**src/rtl/mips_pkg.sv**
```systemverilog
`default_nettype none
// ============================================================================
//  Module      : mips_pkg
//  Description : Shared encodings for the multicycle MIPS controller:
//                FSM state enum, ALU operation codes, opcode/funct values
//                and small decode helpers.
//  Revision    : 1.0  initial release
// ============================================================================
package mips_pkg;

    typedef enum logic [2:0] {
        S_FETCH  = 3'd0,
        S_DECODE = 3'd1,
        S_EXEC   = 3'd2,
        S_MEM    = 3'd3,
        S_WB     = 3'd4,
        S_FAULT  = 3'd5
    } state_e;

    typedef enum logic [3:0] {
        ALU_ADD = 4'd0,
        ALU_SUB = 4'd1,
        ALU_AND = 4'd2,
        ALU_OR  = 4'd3,
        ALU_SLT = 4'd4
    } alu_op_e;

    localparam logic [5:0] c_OP_RTYPE = 6'b000000;
    localparam logic [5:0] c_OP_J     = 6'b000010;
    localparam logic [5:0] c_OP_BEQ   = 6'b000100;
    localparam logic [5:0] c_OP_ADDI  = 6'b001000;
    localparam logic [5:0] c_OP_LW    = 6'b100011;
    localparam logic [5:0] c_OP_SW    = 6'b101011;

    localparam logic [5:0] c_FN_ADD = 6'b100000;
    localparam logic [5:0] c_FN_SUB = 6'b100010;
    localparam logic [5:0] c_FN_AND = 6'b100100;
    localparam logic [5:0] c_FN_OR  = 6'b100101;
    localparam logic [5:0] c_FN_SLT = 6'b101010;

    // R-type funct codes the datapath supports
    function automatic logic funct_ok(input logic [5:0] f);
        return (f == c_FN_ADD) || (f == c_FN_SUB) || (f == c_FN_AND) ||
               (f == c_FN_OR)  || (f == c_FN_SLT);
    endfunction

    function automatic alu_op_e funct_to_alu(input logic [5:0] f);
        alu_op_e op;
        case (f)
            c_FN_SUB: op = ALU_SUB;
            c_FN_AND: op = ALU_AND;
            c_FN_OR:  op = ALU_OR;
            c_FN_SLT: op = ALU_SLT;
            default:  op = ALU_ADD;
        endcase
        return op;
    endfunction

endpackage
`default_nettype wire

```
**src/rtl/mc_wait_timer.sv**
```systemverilog
`default_nettype none
// ============================================================================
//  Module      : mc_wait_timer
//  Description : Memory-wait watchdog. Counts enabled cycles since the last
//                clear; expired is high in the cycle whose wait would make
//                the count reach TIMEOUT_CYCLES.
//  Ports       : clk, rst (sync, active-high), clear, enable -> expired
//  Revision    : 1.0  initial release
// ============================================================================
module mc_wait_timer #(
    parameter int TIMEOUT_CYCLES = 16
) (
    input  logic clk,
    input  logic rst,
    input  logic clear,
    input  logic enable,
    output logic expired
);
    import mips_pkg::*;

    localparam int c_W = $clog2(TIMEOUT_CYCLES + 1);

    logic [c_W-1:0] count_q;
    logic [c_W-1:0] count_d;

    // Expiry is flagged on the last permitted waiting cycle so the FSM
    // lands in FAULT exactly one cycle after the count reaches the limit.
    assign expired = enable && !clear && (count_q == c_W'(TIMEOUT_CYCLES - 1));

    always_comb begin
        count_d = count_q;
        if (clear) begin
            count_d = '0;
        end else if (enable && !expired) begin
            count_d = count_q + c_W'(1);
        end
    end

    always_ff @(posedge clk) begin
        if (rst) begin
            count_q <= '0;
        end else begin
            count_q <= count_d;
        end
    end

endmodule
`default_nettype wire

```
**src/rtl/multicycle_ctrl.sv**
```systemverilog
`default_nettype none
// ============================================================================
//  Module      : multicycle_ctrl
//  Description : Multicycle MIPS control FSM (FETCH/DECODE/EXEC/MEM/WB/FAULT)
//                with memory-wait timeout and optional retire counter.
//  Ports       : clk, rst (sync, active-high); opcode, funct, zero,
//                mem_ready in; memory, PC, ALU and register-file strobes,
//                state, fault, retired, retire_count out.
//  Config      : define MULTICYCLE_CTRL_PERF_EN to enable retire_count.
//  Revision    : 1.0  initial release
// ============================================================================
module multicycle_ctrl #(
    parameter int TIMEOUT_CYCLES = 16
) (
    input  logic        clk,
    input  logic        rst,
    input  logic [5:0]  opcode,
    input  logic [5:0]  funct,
    input  logic        zero,
    input  logic        mem_ready,
    output logic        mem_req,
    output logic        mem_we,
    output logic        iord,
    output logic        ir_write,
    output logic        pc_write,
    output logic [1:0]  pc_src,
    output logic        alu_src_a,
    output logic [1:0]  alu_src_b,
    output logic [3:0]  alu_op,
    output logic        reg_dst,
    output logic        mem2reg,
    output logic        reg_write,
    output logic [2:0]  state,
    output logic        fault,
    output logic        retired,
    output logic [31:0] retire_count
);
    import mips_pkg::*;

    state_e state_q;
    state_e state_d;
    logic   w_waiting;
    logic   w_expired;
    logic   w_is_r;

    assign w_waiting = (state_q == S_FETCH) || (state_q == S_MEM);
    assign w_is_r    = (opcode == c_OP_RTYPE);
    assign state     = state_q;

    // Outside FETCH/MEM the counter is held at zero, so entering a wait
    // state always starts from a clean count.
    mc_wait_timer #(
        .TIMEOUT_CYCLES(TIMEOUT_CYCLES)
    ) u_wait_timer (
        .clk     (clk),
        .rst     (rst),
        .clear   (!w_waiting || mem_ready),
        .enable  (w_waiting),
        .expired (w_expired)
    );

    always_ff @(posedge clk) begin
        if (rst) begin
            state_q <= S_FETCH;
        end else begin
            state_q <= state_d;
        end
    end

    always_comb begin
        state_d   = state_q;
        mem_req   = 1'b0;
        mem_we    = 1'b0;
        iord      = 1'b0;
        ir_write  = 1'b0;
        pc_write  = 1'b0;
        pc_src    = 2'd0;
        alu_src_a = 1'b0;
        alu_src_b = 2'd0;
        alu_op    = ALU_ADD;
        reg_dst   = 1'b0;
        mem2reg   = 1'b0;
        reg_write = 1'b0;
        fault     = 1'b0;
        retired   = 1'b0;

        // Reset silences every strobe in the cycle it is asserted.
        if (rst) begin
            state_d = S_FETCH;
        end else begin
            case (state_q)
                S_FETCH: begin
                    mem_req   = 1'b1;
                    alu_src_b = 2'd1;
                    if (mem_ready) begin
                        ir_write = 1'b1;
                        pc_write = 1'b1;
                        state_d  = S_DECODE;
                    end else if (w_expired) begin
                        state_d = S_FAULT;
                    end
                end
                S_DECODE: begin
                    alu_src_b = 2'd3;
                    if (opcode == c_OP_J) begin
                        pc_write = 1'b1;
                        pc_src   = 2'd2;
                        retired  = 1'b1;
                        state_d  = S_FETCH;
                    end else if ((w_is_r && funct_ok(funct)) || opcode == c_OP_ADDI ||
                                 opcode == c_OP_LW || opcode == c_OP_SW ||
                                 opcode == c_OP_BEQ) begin
                        state_d = S_EXEC;
                    end else begin
                        state_d = S_FAULT;
                    end
                end
                S_EXEC: begin
                    alu_src_a = 1'b1;
                    case (opcode)
                        c_OP_RTYPE: begin
                            alu_op  = funct_to_alu(funct);
                            state_d = S_WB;
                        end
                        c_OP_ADDI: begin
                            alu_src_b = 2'd2;
                            state_d   = S_WB;
                        end
                        c_OP_LW, c_OP_SW: begin
                            alu_src_b = 2'd2;
                            state_d   = S_MEM;
                        end
                        c_OP_BEQ: begin
                            alu_op   = ALU_SUB;
                            pc_src   = 2'd1;
                            pc_write = zero;
                            retired  = 1'b1;
                            state_d  = S_FETCH;
                        end
                        default: state_d = S_FAULT;
                    endcase
                end
                S_MEM: begin
                    mem_req = 1'b1;
                    iord    = 1'b1;
                    mem_we  = (opcode == c_OP_SW);
                    if (mem_ready) begin
                        if (opcode == c_OP_LW) begin
                            state_d = S_WB;
                        end else if (opcode == c_OP_SW) begin
                            retired = 1'b1;
                            state_d = S_FETCH;
                        end else begin
                            state_d = S_FAULT;
                        end
                    end else if (w_expired) begin
                        state_d = S_FAULT;
                    end
                end
                S_WB: begin
                    reg_write = 1'b1;
                    reg_dst   = w_is_r;
                    mem2reg   = (opcode == c_OP_LW);
                    retired   = 1'b1;
                    state_d   = S_FETCH;
                end
                S_FAULT: begin
                    fault = 1'b1;
                end
                default: begin
                    state_d = S_FAULT;
                end
            endcase
        end
    end

`ifdef MULTICYCLE_CTRL_PERF_EN
    logic [31:0] retire_count_q;

    always_ff @(posedge clk) begin
        if (rst) begin
            retire_count_q <= '0;
        end else if (retired) begin
            retire_count_q <= retire_count_q + 32'd1;
        end
    end

    assign retire_count = retire_count_q;
`else
    assign retire_count = '0;
`endif

endmodule
`default_nettype wire

```
**config.mk**
```make
export PLATFORM = sky130hd
export DESIGN_NAME = multicycle_ctrl
export DESIGN_NICKNAME = d
export VERILOG_FILES = /design/src/rtl/mips_pkg.sv /design/src/rtl/mc_wait_timer.sv /design/src/rtl/multicycle_ctrl.sv
export SDC_FILE = /design/constraint.sdc
export NUM_CORES = 1
export LEC_CHECK = 0
export BUFFER_PORTS_ARGS = -buffer_cell sky130_fd_sc_hd__buf_2
export CORE_AREA = 2 2 53 55
export CTS_CLUSTER_DIAMETER = 120
export CTS_CLUSTER_SIZE = 14
export DETAILED_ROUTE_END_ITERATION = 8
export DIE_AREA = 0 0 55 57
export PLACE_DENSITY = 0.84
export SYNTH_ARGS = -nofsm -noshare
export SYNTH_HDL_FRONTEND = slang
export SYNTH_HIERARCHICAL = 1
export SYNTH_SLANG_ARGS = --single-unit
```
**constraint.sdc**
```tcl
create_clock -name clk -period 5.5 [get_ports clk]
set_input_delay 0.275 -clock clk [delete_from_list [all_inputs] [get_ports clk]]
set_output_delay 0.275 -clock clk [all_outputs]
set_load 0.01 [all_outputs]
```
==> summary by stage <==
Placement
The congestion estimate from routability-driven global placement came to between 0.9 and 1. Port buffering added 36 buffers. The half-perimeter wire length of the detailed placement result is 2018 microns.

Timing
The total count of hold-check failures in the final report is 0. The total setup violations reported at the end of the flow is 0. The final cycle utilization of the critical path is 0.4636. The worst pin sits at a relative slew slack of 0.5831. For the final database, setup skew stands at around 0.00073 ns. The count of pins over their slew limit was 0. The total negative slack for setup checks is 0 ns. The routed design could run at a clock period as short as about 2.6 ns. For the pin with the worst max-slew slack, the measured transition is 0.6245 ns.

The achievable frequency is around 400 MHz. Setup repair after global routing left no endpoint under its margin.

Synthesis
The Yosys warning count is 6. The count of flip-flops with a built-in enable after synthesis is 0. By area the synthesized netlist is led by sky130_fd_sc_hd__buf_4 (21%), sky130_fd_sc_hd__dfxtp_1 (14%), sky130_fd_sc_hd__nor2_1 (5.5%).

The cell type contributing the most total cell area after synthesis is sky130_fd_sc_hd__buf_4. The cell area that synthesis handed to floorplanning was 1159 sq um. Counting flops with an async set or reset pin after synthesis yields a share of 0. The count of distinct cell types in the synthesized netlist is 46.

The post-synthesis average cell area is 7.333 sq um. Of the post-synthesis cell area, the dominant cell type holds 0.2138. The most used flip-flop cell after synthesis is sky130_fd_sc_hd__dfxtp_1. The sequential-to-total area share from yosys stat is 0.1382. The number of synthesized register bits is 8.

Synthesis produced 158 cells.

Setup path
The maximum fanout count along the critical path is 18. The worst setup path is captured at a flip-flop. The required time at the endpoint of the critical path is between 5 and 6 ns.

The worst path arrival time is 2.72 ns. The worst setup path is launched from a flip-flop. The critical setup path kind is reg2reg.

Die
During I/O placement, the number of pins put on the boundary was 70. The die is 55 microns wide. The die boundary height is 57 microns. The floorplan has 19 rows. The die covers around 3100 sq um. The initial utilization of the core area, before any placement, comes to 0.4431.

The core footprint is approximately 2600 sq um.

CTS
No sink is reached through more buffers than the 2 on the longest clock path. The clock transition at the registers of the reported paths is approximately 0.050 ns. The clock insertion delay at the later pin of the skew report is between 0.2 and 0.3 ns.

The number of setup buffers added after CTS is 0. The clock root buffer is sky130_fd_sc_hd__clkbuf_4. The number of CTS-inserted buffers is 3. The number of gates resized after CTS is 0. CTS built an H-tree with a depth of 1. TritonCTS built the clock tree. The hold buffer count at CTS is 0. The clock drives 8 sinks.

GRT
The largest net degree at the start of global routing is 20. The overall global routing resource usage is 0.1527. The first global-routing pass estimated between 3000 and 4000 microns of wire. The initial antenna violation count is 0. After global routing the overflow that remains totals 0. The via count of the first global-routing pass is 877.

Power
The leakage component of the power is 0.6069 nW. The power density over the cells is between 150 and 200 nW/um^2. The largest vdd supply drop is 0.1000 mV.

Detailed routing
The average wire per standard cell is 11.45 microns. After detailed routing, the number of vias per cell comes to 5.118. The final routed wirelength across all metal layers is 2530 microns. The residual DRC count is 0. The number of optimization iterations in the first detailed-route pass is 4. After the first detailed-routing iteration, the DRC count stood at 31. The number of routed nets with antenna violations is 0.

The number of vias in the routed layout is about 1,100.

Layout
The signed area change from the synthesized netlist to the final layout is 7.560%. The repair_antennas step left the layout with diodes totalling 0. After filler insertion, the fill cell instance count of the layout stands at ~260.

In the layout the commonest cells are sky130_fd_sc_hd__buf_2 (36), sky130_fd_sc_hd__conb_1 (33), sky130_fd_sc_hd__nor2_1 (17). The layout cell share with drive strength beyond 1 is 0.2526. The most common library cell in the layout ignoring fill and taps is sky130_fd_sc_hd__buf_2.

After the last flow step, the layout net total stands at 210. For this run, the share of the core covered by cells in the final layout is 0.4766.

Worst hold path
The path class of the lowest-slack min-delay path is in2reg.

Run
Across the run, the number of max-cap violations was 0.

Status
The run finished with clean final reports.
## kinds of logic (layout without fill, tap and decap cells)
logic type,Yosys count,after routing,synth area share
AOI/OAI and AO/OA,25,25,0.1706
xor gates and xnor gates,2,2,0.01512
adders and majority gates,2,2,0.02159
buffers and inverters,42,42,0.2462
DFF,8,8,0.1382
muxes,1,1,0.008640
other,1,33,0.003237
and+or+nand+nor,77,77,0.3963
## Yosys cell counts, types with 3 or more instances
cell type                  number
sky130_fd_sc_hd__nand2b_1       7
sky130_fd_sc_hd__buf_2          3
sky130_fd_sc_hd__dfxtp_1        8
sky130_fd_sc_hd__inv_1          3
sky130_fd_sc_hd__o21ai_0        6
sky130_fd_sc_hd__nand2_1       10
sky130_fd_sc_hd__and3_1         7
sky130_fd_sc_hd__nor2b_1        3
sky130_fd_sc_hd__a41oi_1        3
sky130_fd_sc_hd__buf_4         33
sky130_fd_sc_hd__a21oi_1        3
sky130_fd_sc_hd__nand3_1        7
sky130_fd_sc_hd__nor3_1         6
sky130_fd_sc_hd__nor2_1        17
sky130_fd_sc_hd__nor3b_1        3
## report_power, final
| part | total (W) | internal [W] | switching [W] |
|---|---|---|---|
| logic | 0.0000795 | 0.0000301 | 0.0000494 |
| registers | 0.0000718 | 0.0000615 | 0.0000104 |
| clock network | 0.0000435 | 0.0000249 | 0.0000186 |
| total | 0.000195 | 0.000116 | 0.0000783 |
## cell type report
cell class / instances / area, sq um / area share
tap: 31 / 38.79 / 0.03112
inverter: 3 / 11.26 / 0.009036
clock buffer: 3 / 22.52 / 0.01807
timing repair buffer: 36 / 180.2 / 0.1446
multi-input combinational: 140 / 833.3 / 0.6687
sequential: 8 / 160.2 / 0.1285
## per-layer routing
metal | vias to the layer above | wire, microns | global-route usage
li1 | 566 | - | -
met1 | 513 | 1069 | 0.2036
met2 | 52 | 1274 | 0.2500
met3 | 0 | 186 | 0.02618
met4 | 0 | 0 | 0.04181
met5 | - | 0 | 0
## per-stage QoR
step / total power, W / hold slack (ns) / cells / worst slack, ns / cell area (sq um)
detailed placement: 0.0001513 / 0.4718 / 218 / 3.035 / 1224
CTS: 0.0001956 / 0.4065 / 221 / 3.014 / 1246
floorplan: 0.0001443 / 0.4520 / 190 / 3.414 / 1279
global placement: 0.0001492 / 0.4675 / 218 / 3.159 / 1224
global route: 0.0002111 / 0.4090 / 221 / 2.772 / 1246
finish: 0.0001948 / 0.4081 / 221 / 2.950 / 1246
## worst max-delay path: stages (launching register included)
cell	delay [ns]
sky130_fd_sc_hd__dfxtp_1	0.68
sky130_fd_sc_hd__nor2b_1	0.19
sky130_fd_sc_hd__nor3_1	0.52
sky130_fd_sc_hd__nand2b_1	0.14
sky130_fd_sc_hd__nor2_1	0.17
sky130_fd_sc_hd__nor2_1	0.10
sky130_fd_sc_hd__o31a_1	0.24
sky130_fd_sc_hd__a211o_1	0.26
sky130_fd_sc_hd__a41oi_1	0.18
## state kept, by name (all words and copies together) (netlist names)
| register | flops |
|---|---|
| u_wait_timer/count_q | 5 |
| state | 3 |
## final timing paths
check                               start                       to  slack [ns]  cells past startpoint
setup reg to reg                 state[0]                 state[0]        2.95                      8
setup / recovery                 state[0]                 state[0]        2.95                      8
hold reg to reg   u_wait_timer/count_q[1]  u_wait_timer/count_q[1]        0.48                      2
hold / removal                        rst                 state[2]        0.41                      2
(Power assumes the default switching activity.)
